<file path="src/rtl/ising_run_ctrl.sv">
// Multi-run sequencer for the Ising core: reset, anneal, snapshot the phase vector into a result buffer.
// Optional early-stop on a stable phase vector is enabled with `define ISING_EARLY_STOP_EN.
module ising_run_ctrl #(
    parameter int N          = 3,
    parameter int DEPTH      = 16,
    parameter int RST_CYCLES = 4,
    parameter int CNT_W      = 32
`ifdef ISING_EARLY_STOP_EN
    ,
    parameter int STABLE_CYCLES = 64
`endif
) (
    input  logic                     clk,
    input  logic                     ising_rst,
    input  logic                     start,
    input  logic                     abort,
    input  logic [15:0]              num_runs,
    input  logic [CNT_W-1:0]         run_cycles,
    input  logic [N-1:0]             phase_in,
    output logic                     core_rstn,
    output logic                     busy,
    output logic                     done,
    output logic                     overflow,
    output logic [15:0]              run_count,
`ifdef ISING_EARLY_STOP_EN
    output logic [15:0]              early_stops,
`endif
    input  logic [$clog2(DEPTH)-1:0] rd_addr,
    output logic [N-1:0]             rd_data
);

    localparam int AW = $clog2(DEPTH);
    localparam int RW = (RST_CYCLES > 1) ? $clog2(RST_CYCLES) : 1;

    typedef enum logic [2:0] {
        S_IDLE,
        S_RSTQ,
        S_RUN,
        S_CAPT,
        S_DONE
    } state_t;

    state_t           state_q, state_d;
    logic [15:0]      num_runs_q, num_runs_d;
    logic [CNT_W-1:0] run_cycles_q, run_cycles_d;
    logic [RW-1:0]    rst_cnt_q, rst_cnt_d;
    logic [CNT_W-1:0] run_cnt_q, run_cnt_d;
    logic [15:0]      run_count_q, run_count_d;
    logic             overflow_q, overflow_d;
    logic             core_rstn_q, core_rstn_d;
    logic             busy_q, busy_d;
    logic             done_q, done_d;
    logic [N-1:0]     rd_data_q;
    logic             buf_we;

    logic [N-1:0]     mem [DEPTH];

`ifdef ISING_EARLY_STOP_EN
    localparam int SW = $clog2(STABLE_CYCLES + 1);
    logic [SW-1:0]    stable_q, stable_d;
    logic [N-1:0]     phase_prev_q;
    logic [15:0]      early_stops_q, early_stops_d;
`endif

    always_comb begin
        state_d      = state_q;
        num_runs_d   = num_runs_q;
        run_cycles_d = run_cycles_q;
        rst_cnt_d    = rst_cnt_q;
        run_cnt_d    = run_cnt_q;
        run_count_d  = run_count_q;
        overflow_d   = overflow_q;
        buf_we       = 1'b0;
`ifdef ISING_EARLY_STOP_EN
        stable_d      = stable_q;
        early_stops_d = early_stops_q;
`endif
        // abort freezes everything except the state, so an abort during CAPT loses that capture
        if (abort) begin
            state_d = S_IDLE;
        end else begin
            case (state_q)
                S_IDLE: begin
                    if (start) begin
                        num_runs_d   = num_runs;
                        run_cycles_d = (run_cycles == '0) ? CNT_W'(1) : run_cycles;
                        run_count_d  = 16'd0;
                        overflow_d   = 1'b0;
                        rst_cnt_d    = '0;
`ifdef ISING_EARLY_STOP_EN
                        early_stops_d = 16'd0;
`endif
                        state_d = (num_runs == 16'd0) ? S_DONE : S_RSTQ;
                    end
                end
                S_RSTQ: begin
                    if (rst_cnt_q == RW'(RST_CYCLES - 1)) begin
                        state_d   = S_RUN;
                        run_cnt_d = CNT_W'(1);
`ifdef ISING_EARLY_STOP_EN
                        stable_d  = '0;
`endif
                    end else begin
                        rst_cnt_d = rst_cnt_q + RW'(1);
                    end
                end
                S_RUN: begin
`ifdef ISING_EARLY_STOP_EN
                    // the first RUN cycle has no in-run predecessor to compare against
                    if (run_cnt_q == CNT_W'(1) || phase_in != phase_prev_q)
                        stable_d = '0;
                    else
                        stable_d = stable_q + SW'(1);
`endif
                    if (run_cnt_q >= run_cycles_q) begin
                        state_d = S_CAPT;
`ifdef ISING_EARLY_STOP_EN
                    end else if (stable_d == SW'(STABLE_CYCLES)) begin
                        state_d = S_CAPT;
                        if (early_stops_q != 16'hFFFF)
                            early_stops_d = early_stops_q + 16'd1;
`endif
                    end else begin
                        run_cnt_d = run_cnt_q + CNT_W'(1);
                    end
                end
                S_CAPT: begin
                    buf_we = 1'b1;
                    if (run_count_q >= 16'(DEPTH))
                        overflow_d = 1'b1;
                    if (run_count_q != 16'hFFFF)
                        run_count_d = run_count_q + 16'd1;
                    rst_cnt_d = '0;
                    state_d   = (run_count_d == num_runs_q) ? S_DONE : S_RSTQ;
                end
                S_DONE: begin
                    state_d = S_IDLE;
                end
                default: begin
                    state_d = S_IDLE;
                end
            endcase
        end

        core_rstn_d = (state_d == S_RUN) || (state_d == S_CAPT);
        busy_d      = (state_d != S_IDLE);
        done_d      = (state_d == S_DONE);
    end

    always_ff @(posedge clk or posedge ising_rst) begin
        if (ising_rst) begin
            state_q      <= S_IDLE;
            num_runs_q   <= 16'd0;
            run_cycles_q <= '0;
            rst_cnt_q    <= '0;
            run_cnt_q    <= '0;
            run_count_q  <= 16'd0;
            overflow_q   <= 1'b0;
            core_rstn_q  <= 1'b0;
            busy_q       <= 1'b0;
            done_q       <= 1'b0;
            rd_data_q    <= '0;
`ifdef ISING_EARLY_STOP_EN
            stable_q      <= '0;
            phase_prev_q  <= '0;
            early_stops_q <= 16'd0;
`endif
        end else begin
            state_q      <= state_d;
            num_runs_q   <= num_runs_d;
            run_cycles_q <= run_cycles_d;
            rst_cnt_q    <= rst_cnt_d;
            run_cnt_q    <= run_cnt_d;
            run_count_q  <= run_count_d;
            overflow_q   <= overflow_d;
            core_rstn_q  <= core_rstn_d;
            busy_q       <= busy_d;
            done_q       <= done_d;
            rd_data_q    <= mem[rd_addr];
`ifdef ISING_EARLY_STOP_EN
            stable_q      <= stable_d;
            phase_prev_q  <= phase_in;
            early_stops_q <= early_stops_d;
`endif
        end
    end

    // result buffer is deliberately left out of reset
    always_ff @(posedge clk) begin
        if (buf_we)
            mem[run_count_q[AW-1:0]] <= phase_in;
    end

    assign core_rstn = core_rstn_q;
    assign busy      = busy_q;
    assign done      = done_q;
    assign overflow  = overflow_q;
    assign run_count = run_count_q;
    assign rd_data   = rd_data_q;
`ifdef ISING_EARLY_STOP_EN
    assign early_stops = early_stops_q;
`endif

endmodule

</file>
<file path="config.mk">
export PLATFORM = sky130hd
export DESIGN_NAME = ising_run_ctrl
export DESIGN_NICKNAME = d
export VERILOG_FILES = /design/src/rtl/ising_run_ctrl.sv
export SDC_FILE = /design/constraint.sdc
export NUM_CORES = 1
export LEC_CHECK = 0
export CAP_MARGIN = 20
export CELL_PAD_IN_SITES_DETAIL_PLACEMENT = 1
export CELL_PAD_IN_SITES_GLOBAL_PLACEMENT = 1
export CORE_MARGIN = 1.5
export CORE_UTILIZATION = 45
export DETAILED_ROUTE_END_ITERATION = 12
export HOLD_SLACK_MARGIN = 0.08
export MAX_ROUTING_LAYER = met4
export PLACE_DENSITY = 0.79
export RECOVER_POWER = 50
export SLEW_MARGIN = 20
export SYNTH_ARGS = -nofsm -noshare
export SYNTH_HDL_FRONTEND = slang
export SYNTH_SLANG_ARGS = --single-unit
export TNS_END_PERCENT = 50
</file>
<file path="constraint.sdc">
create_clock -name clk -period 4.94 [get_ports clk]
set_input_delay 0.988 -clock clk [delete_from_list [all_inputs] [get_ports clk]]
set_output_delay 0.988 -clock clk [all_outputs]
set_load 0.01 [all_outputs]
</file>
## Word-level counts from Yosys, hierarchy flattened

Memories as Yosys holds them, arrays and structs flattened. A register that Yosys moved wholly into a read port is not among the register bits.
Index checks and enable logic that the tools add are counted.

| word-level totals | value |
|---|---|
| register bits after elaboration | 105 |
| memory bits (writable) | 48 |
| input bits | 59 |
| memories kept | 1 |

| cells by class | value |
|---|---|
| $add $sub $neg | 3 |
| $lt $le $gt $ge | 2 |
| equal/unequal tests | 14 |
| multiplexer cells | 26 |
| bitwise logic cells | 1 |
| reduce and logical (&&, ||, !) cells | 13 |

Memories:

| memory | words | width | rd ports | clocked after memory_dff | write ports | RTL line | source |
|---|---|---|---|---|---|---|---|
| mem | 16 | 3 | 1 | 1 | 1 | 56 | `logic [N-1:0] mem [DEPTH];` |

Operators by type and width:

| operator | count |
|---|---|
| 32-bit two-way mux | 3 |
| 16-bit two-way mux | 4 |
| 32-bit one-hot mux with 2 select lines | 1 |
| 32-bit by 1-bit adder with 32-bit output (second input constant) | 1 |
| 32-bit >= comparator | 1 |
| 32-bit zero test | 1 |
| 16-bit one-hot mux with 2 select lines | 1 |
| 3-bit two-way mux | 6 |
| 16-bit by 1-bit adder with 16-bit output (second input constant) | 1 |
| 16-bit equality test | 1 |
| 16-bit by 5-bit >= comparator with 1-bit output (second input constant) | 1 |
| 16-bit zero test | 1 |
| 16-bit inequality test (second input constant) | 1 |
| 3-bit by 2-bit equality test with 1-bit output (second input constant) | 4 |
| 3-bit one-hot mux with 4 select lines | 1 |
| 4-bit AND reduction | 3 |
| 2-bit inequality test (second input constant) | 5 |
| 1-bit two-way mux | 6 |
| 2-bit one-hot mux with 3 select lines | 1 |
| 3-bit AND reduction | 2 |
| 3-bit nonzero test | 2 |
| 2-bit two-way mux | 2 |
| 2-bit nonzero test | 2 |
| 3-bit by 1-bit equality test with 1-bit output (second input constant) | 1 |
| 7 further kinds | 7 |

## Depth between registers and ports, before layout

| logic depth | value |
|---|---|
| word-level depth | 10 |
| depth in mapped cells | 11 |
| mapped depth without buffers | 10 |

## Least setup slack after synthesis

OpenSTA, ideal clock, no wires.

| timing path | value |
|---|---|
| path type | input to register |
| from | input num_runs[10] |
| to | register run_cnt_q[21] |
| arrival time | 2.812 ns |
| required time | 4.808 ns |
| slack | 1.996 ns |
| stages on the path | 8 |
| path buffers | 0 |
| cell sequence | nor4_1 > a41oi_1 > o21ai_0 > o221ai_1 > a211o_1 > or4_1 > xnor2_1 > nor2_1 |

RTL lines:

| what | RTL line | source |
|---|---|---|
| start: declaration | 17 | `input logic [15:0] num_runs,` |
| end signal: assignment | 173 | `run_cnt_q <= run_cnt_d;` |
| end: declaration | 47 | `logic [CNT_W-1:0] run_cnt_q, run_cnt_d;` |

==> results_dict.tcl <==
set metrics [dict create \
    outcome "complete, but fails checks" \
    violations "capacitance limit, slew limit" \
    cts_htree_levels 4 \
    syn_avg_cell_area_um2 10.5 \
    first_global_vias 6862 \
    maximum_number_of_pins_on_one_net_before_global_route_repair 88 \
    clk_pin_slew_ns 0.07 \
    clock_tree.buffer_depth 2 \
    hold_path_stages 1 \
    setup_viol 0 \
    seq_area_frac_synth_pct 50.7 \
    totalNegativeSetupSlack_ns 0 \
    post-route-min-period_ns 3.68 \
    grt-ovfl-total 0 \
    static_leak_nw 3.88 \
    post_drt_wl_per_cell_um 20.7 \
    post_cts_resize_count 0 \
    design.portCount 82 \
    rows 49 \
    via_count 6369 \
    postSynthRegisterBits 156 \
    clk_latency_ns 0.44 \
    grt.total_usage_pct 26.3 \
    clock_sinks 156 \
    layout-area-overhead-vs-synth_pct 19.0 \
    initial_utilization_pct 45.7 \
    min_from "rst_cnt_q[0]" \
    setup_slack_of_the_worst_register_to_register_path_ns 1.49 \
    grt_setup_unrepaired "no" \
    core_area_mm2 0.0179 \
    cts_root_buffer "sky130_fd_sc_hd__clkbuf_16" \
    required_ns 5.29 \
    drt_drc_violations_left 0 \
    antenna_left 0 \
    place_hpwl_um 15900 \
    timing.final.crit_share_pct 74.4 \
    crit_path_max_fanout 9 \
    syn_inst 779 \
    synthesis.nets 876 \
    worst_rel_slew_slack_pct -27.6 \
    width_of_the_chip_um 138 \
    insertedDiodeCount 0 \
    numCtsBuffers 17 \
    post-cts-setup-buffer-count 0 \
    peakVddDrop_uv 258 \
    rr_worst_depth 9 \
    cts_hold_buffers 0 \
    final_hold_vio_count 0 \
    ys_types 66 \
    die_h_um 138 \
    io_buffer_count 81 \
    worst-setup-path-type "primary input to register" \
    synth-edff-count 48 \
    route.detailed.vias_per_inst 5.83 \
    worst-endpoint-arrival_ns 4.03 \
    drt_first_iter_violations 386 \
    timing.rr.end "run_cnt_q[14]" \
    ys.warnings.count 0 \
    holdWs_ns 0.499 \
    max-cap-violations 1 \
    detailedRoute.firstPassIterationCount 4 \
    post_synth_instance_area_mm2 0.00818 \
    worstSetupEndpointType "register" \
    postRouteWirelength_um 22600 \
    maxSlewViolCount 49 \
    final_layout_size_suffix_gt1_share_pct 9.04 \
    startpoint_type "primary input" \
    final_nets 947 \
    postSynth.asyncResetShare_pct 69.2 \
    fp.dieArea_mm2 0.0190 \
    globalplace.congestion 0.885 \
    antenna_violations_before_repair 0 \
    worst_clock_skew_ns 0.0110 \
    timing.hold.worst.class "register to register" \
    pwr_density_cell_mw_per_mm2 348 \
    multiInputGateArea_mm2 0.00370 \
    achievable_clock_frequency_mhz 272 \
    postSynth.topFlopCell "sky130_fd_sc_hd__dfrtp_1" \
    seq_area_mm2 0.00414 \
    min_delay_worst_endpoint "rst_cnt_q[0]" \
    grt_first_pass_wirelength_um 36600 \
    worst-slew-pin-transition_ns 1.91 \
    r2r-start "run_cnt_q[19]" \
    num-fill-cells 1943 \
    tritoncts "built" \
]
-- flip-flops by register name, indices dropped and copies added, names as in the netlist, 2 cells and up --
register / flops
mem: 48
num_runs_q: 16
rd_data: 3
rst_cnt_q: 2
run_cnt_q: 32
run_count: 16
run_cycles_q: 32
state_q: 3
-- Yosys cell counts, types with 3 or more instances --
| cell type | count | area (µm²) |
|---|---|---|
| sky130_fd_sc_hd__a31oi_1 | 7 | 43.8 |
| sky130_fd_sc_hd__buf_6 | 3 | 33.8 |
| sky130_fd_sc_hd__mux4_2 | 15 | 338 |
| sky130_fd_sc_hd__nor4_1 | 20 | 125 |
| sky130_fd_sc_hd__a21o_1 | 7 | 52.6 |
| sky130_fd_sc_hd__and3_1 | 15 | 93.8 |
| sky130_fd_sc_hd__dfrtp_1 | 108 | 2700 |
| sky130_fd_sc_hd__clkbuf_1 | 24 | 90.1 |
| sky130_fd_sc_hd__mux2_2 | 15 | 169 |
| sky130_fd_sc_hd__o21ai_0 | 59 | 295 |
| sky130_fd_sc_hd__a21oi_1 | 30 | 150 |
| sky130_fd_sc_hd__nor3_1 | 17 | 85.1 |
| sky130_fd_sc_hd__nand3_1 | 20 | 100 |
| sky130_fd_sc_hd__buf_2 | 5 | 25.0 |
| sky130_fd_sc_hd__inv_1 | 44 | 165 |
| sky130_fd_sc_hd__xor2_1 | 24 | 210 |
| sky130_fd_sc_hd__nand2b_1 | 10 | 62.6 |
| sky130_fd_sc_hd__a311oi_1 | 3 | 26.3 |
| sky130_fd_sc_hd__nand4_1 | 23 | 144 |
| sky130_fd_sc_hd__a211oi_1 | 3 | 22.5 |
| sky130_fd_sc_hd__o31ai_1 | 4 | 30.0 |
| sky130_fd_sc_hd__ha_1 | 38 | 475 |
| sky130_fd_sc_hd__or4_1 | 4 | 30.0 |
| sky130_fd_sc_hd__edfxtp_1 | 48 | 1440 |
| sky130_fd_sc_hd__xnor2_1 | 23 | 201 |
| sky130_fd_sc_hd__nand4b_1 | 3 | 26.3 |
| sky130_fd_sc_hd__nand2_1 | 71 | 267 |
| sky130_fd_sc_hd__nor2_1 | 79 | 297 |
| sky130_fd_sc_hd__or3_1 | 5 | 31.3 |
-- worst max path at each step --
stage | startpoint | end | depth (start not counted)
after floorplan | ising_rst | busy | 1
after global placement | num_runs[10] | run_cnt_q[21] | 9
after detailed placement | num_runs[13] | run_cnt_q[14] | 9
after CTS | num_runs[13] | run_cnt_q[14] | 9
after global routing | num_runs[13] | run_cnt_q[14] | 9
final | num_runs[13] | run_cnt_q[14] | 9
-- through the flow --
stage               instance area [µm²]  std cells  utilization [%]  setup WS (ns)  power (mW)
CTS                                9750       1092             54.4           1.36        3.42
detailed placement                 9170       1060             51.2          0.964        2.10
floorplan                          8180        779                -           1.11        1.88
global placement                   9170       1060             51.2           1.03        2.06
global route                       9730       1092             54.4           1.10        3.54
finish                             9730       1092             54.4           1.26        3.39
-- cell type report --
| type | instances | share of cell area, % |
|---|---|---|
| clock buffers | 18 | 4.41 |
| well taps | 229 | 2.94 |
| clock inverters | 14 | 1.56 |
| repair buffers | 88 | 8.76 |
| multi-input cells | 543 | 38.0 |
| flip-flops and latches | 156 | 42.6 |
| inverters | 44 | 1.75 |
-- cells by family after synthesis --
logic type / share of synthesized area, %
simple gates: 17.8
compound gates: 10.3
buf+inv: 4.12
fa+ha+maj: 5.81
xor+xnor: 5.03
flops: 50.7
mux: 6.32
-- per-layer routing --
| layer | global-route usage (%) | vias up | share of wire, % |
|---|---|---|---|
| met5 | - | - | 0 |
| met4 | 9.61 | 0 | 2.4 |
| met3 | 4.64 | 39 | 3.1 |
| met2 | 46.4 | 140 | 53 |
| met1 | 30.0 | 3239 | 42 |
| li1 | - | 2951 | - |
-- critical path, stage by stage --
cell	delay (ns)
sky130_fd_sc_hd__clkdlybuf4s50_1	0.43
sky130_fd_sc_hd__nor4_1	0.55
sky130_fd_sc_hd__a41oi_1	0.22
sky130_fd_sc_hd__o21ai_0	0.30
sky130_fd_sc_hd__o221ai_1	0.21
sky130_fd_sc_hd__a211o_1	0.41
sky130_fd_sc_hd__or2_1	0.33
sky130_fd_sc_hd__or3_1	0.38
sky130_fd_sc_hd__a21oi_1	0.21
-- cells in the final DEF (no fill, tap or decap), types with 3 or more instances in the layout --
| master | Yosys | routed |
|---|---|---|
| sky130_fd_sc_hd__a211oi_1 | 3 | 3 |
| sky130_fd_sc_hd__a21o_1 | 7 | 7 |
| sky130_fd_sc_hd__a21oi_1 | 30 | 30 |
| sky130_fd_sc_hd__a311oi_1 | 3 | 3 |
| sky130_fd_sc_hd__a31oi_1 | 7 | 7 |
| sky130_fd_sc_hd__and3_1 | 15 | 15 |
| sky130_fd_sc_hd__buf_4 | 2 | 4 |
| sky130_fd_sc_hd__clkbuf_1 | 24 | 4 |
| sky130_fd_sc_hd__clkbuf_16 | 0 | 17 |
| sky130_fd_sc_hd__clkdlybuf4s50_1 | 0 | 76 |
| sky130_fd_sc_hd__clkinv_4 | 0 | 3 |
| sky130_fd_sc_hd__dfrtp_1 | 108 | 108 |
| sky130_fd_sc_hd__dlygate4sd3_1 | 0 | 5 |
| sky130_fd_sc_hd__edfxtp_1 | 48 | 48 |
| sky130_fd_sc_hd__ha_1 | 38 | 38 |
| sky130_fd_sc_hd__inv_1 | 44 | 43 |
| sky130_fd_sc_hd__inv_6 | 0 | 6 |
| sky130_fd_sc_hd__mux2_2 | 15 | 15 |
| sky130_fd_sc_hd__mux4_2 | 15 | 15 |
| sky130_fd_sc_hd__nand2_1 | 71 | 71 |
| sky130_fd_sc_hd__nand2b_1 | 10 | 10 |
| sky130_fd_sc_hd__nand3_1 | 20 | 20 |
| sky130_fd_sc_hd__nand4_1 | 23 | 23 |
| sky130_fd_sc_hd__nand4b_1 | 3 | 3 |
| sky130_fd_sc_hd__nor2_1 | 79 | 79 |
| sky130_fd_sc_hd__nor3_1 | 17 | 17 |
| sky130_fd_sc_hd__nor4_1 | 20 | 20 |
| sky130_fd_sc_hd__o21ai_0 | 59 | 60 |
| sky130_fd_sc_hd__o31ai_1 | 4 | 4 |
| sky130_fd_sc_hd__or3_1 | 5 | 5 |
| sky130_fd_sc_hd__or4_1 | 4 | 4 |
| sky130_fd_sc_hd__xnor2_1 | 23 | 23 |
| sky130_fd_sc_hd__xor2_1 | 24 | 24 |
-- where the power goes --
part	leakage, nW	switching [mW]	internal (mW)	total, mW
Clock	0.279	0.599	0.713	1.31
Sequential	1.83	0.0824	1.45	1.54
Combinational	1.77	0.302	0.234	0.537
Power figures use the tool's default switching activity.
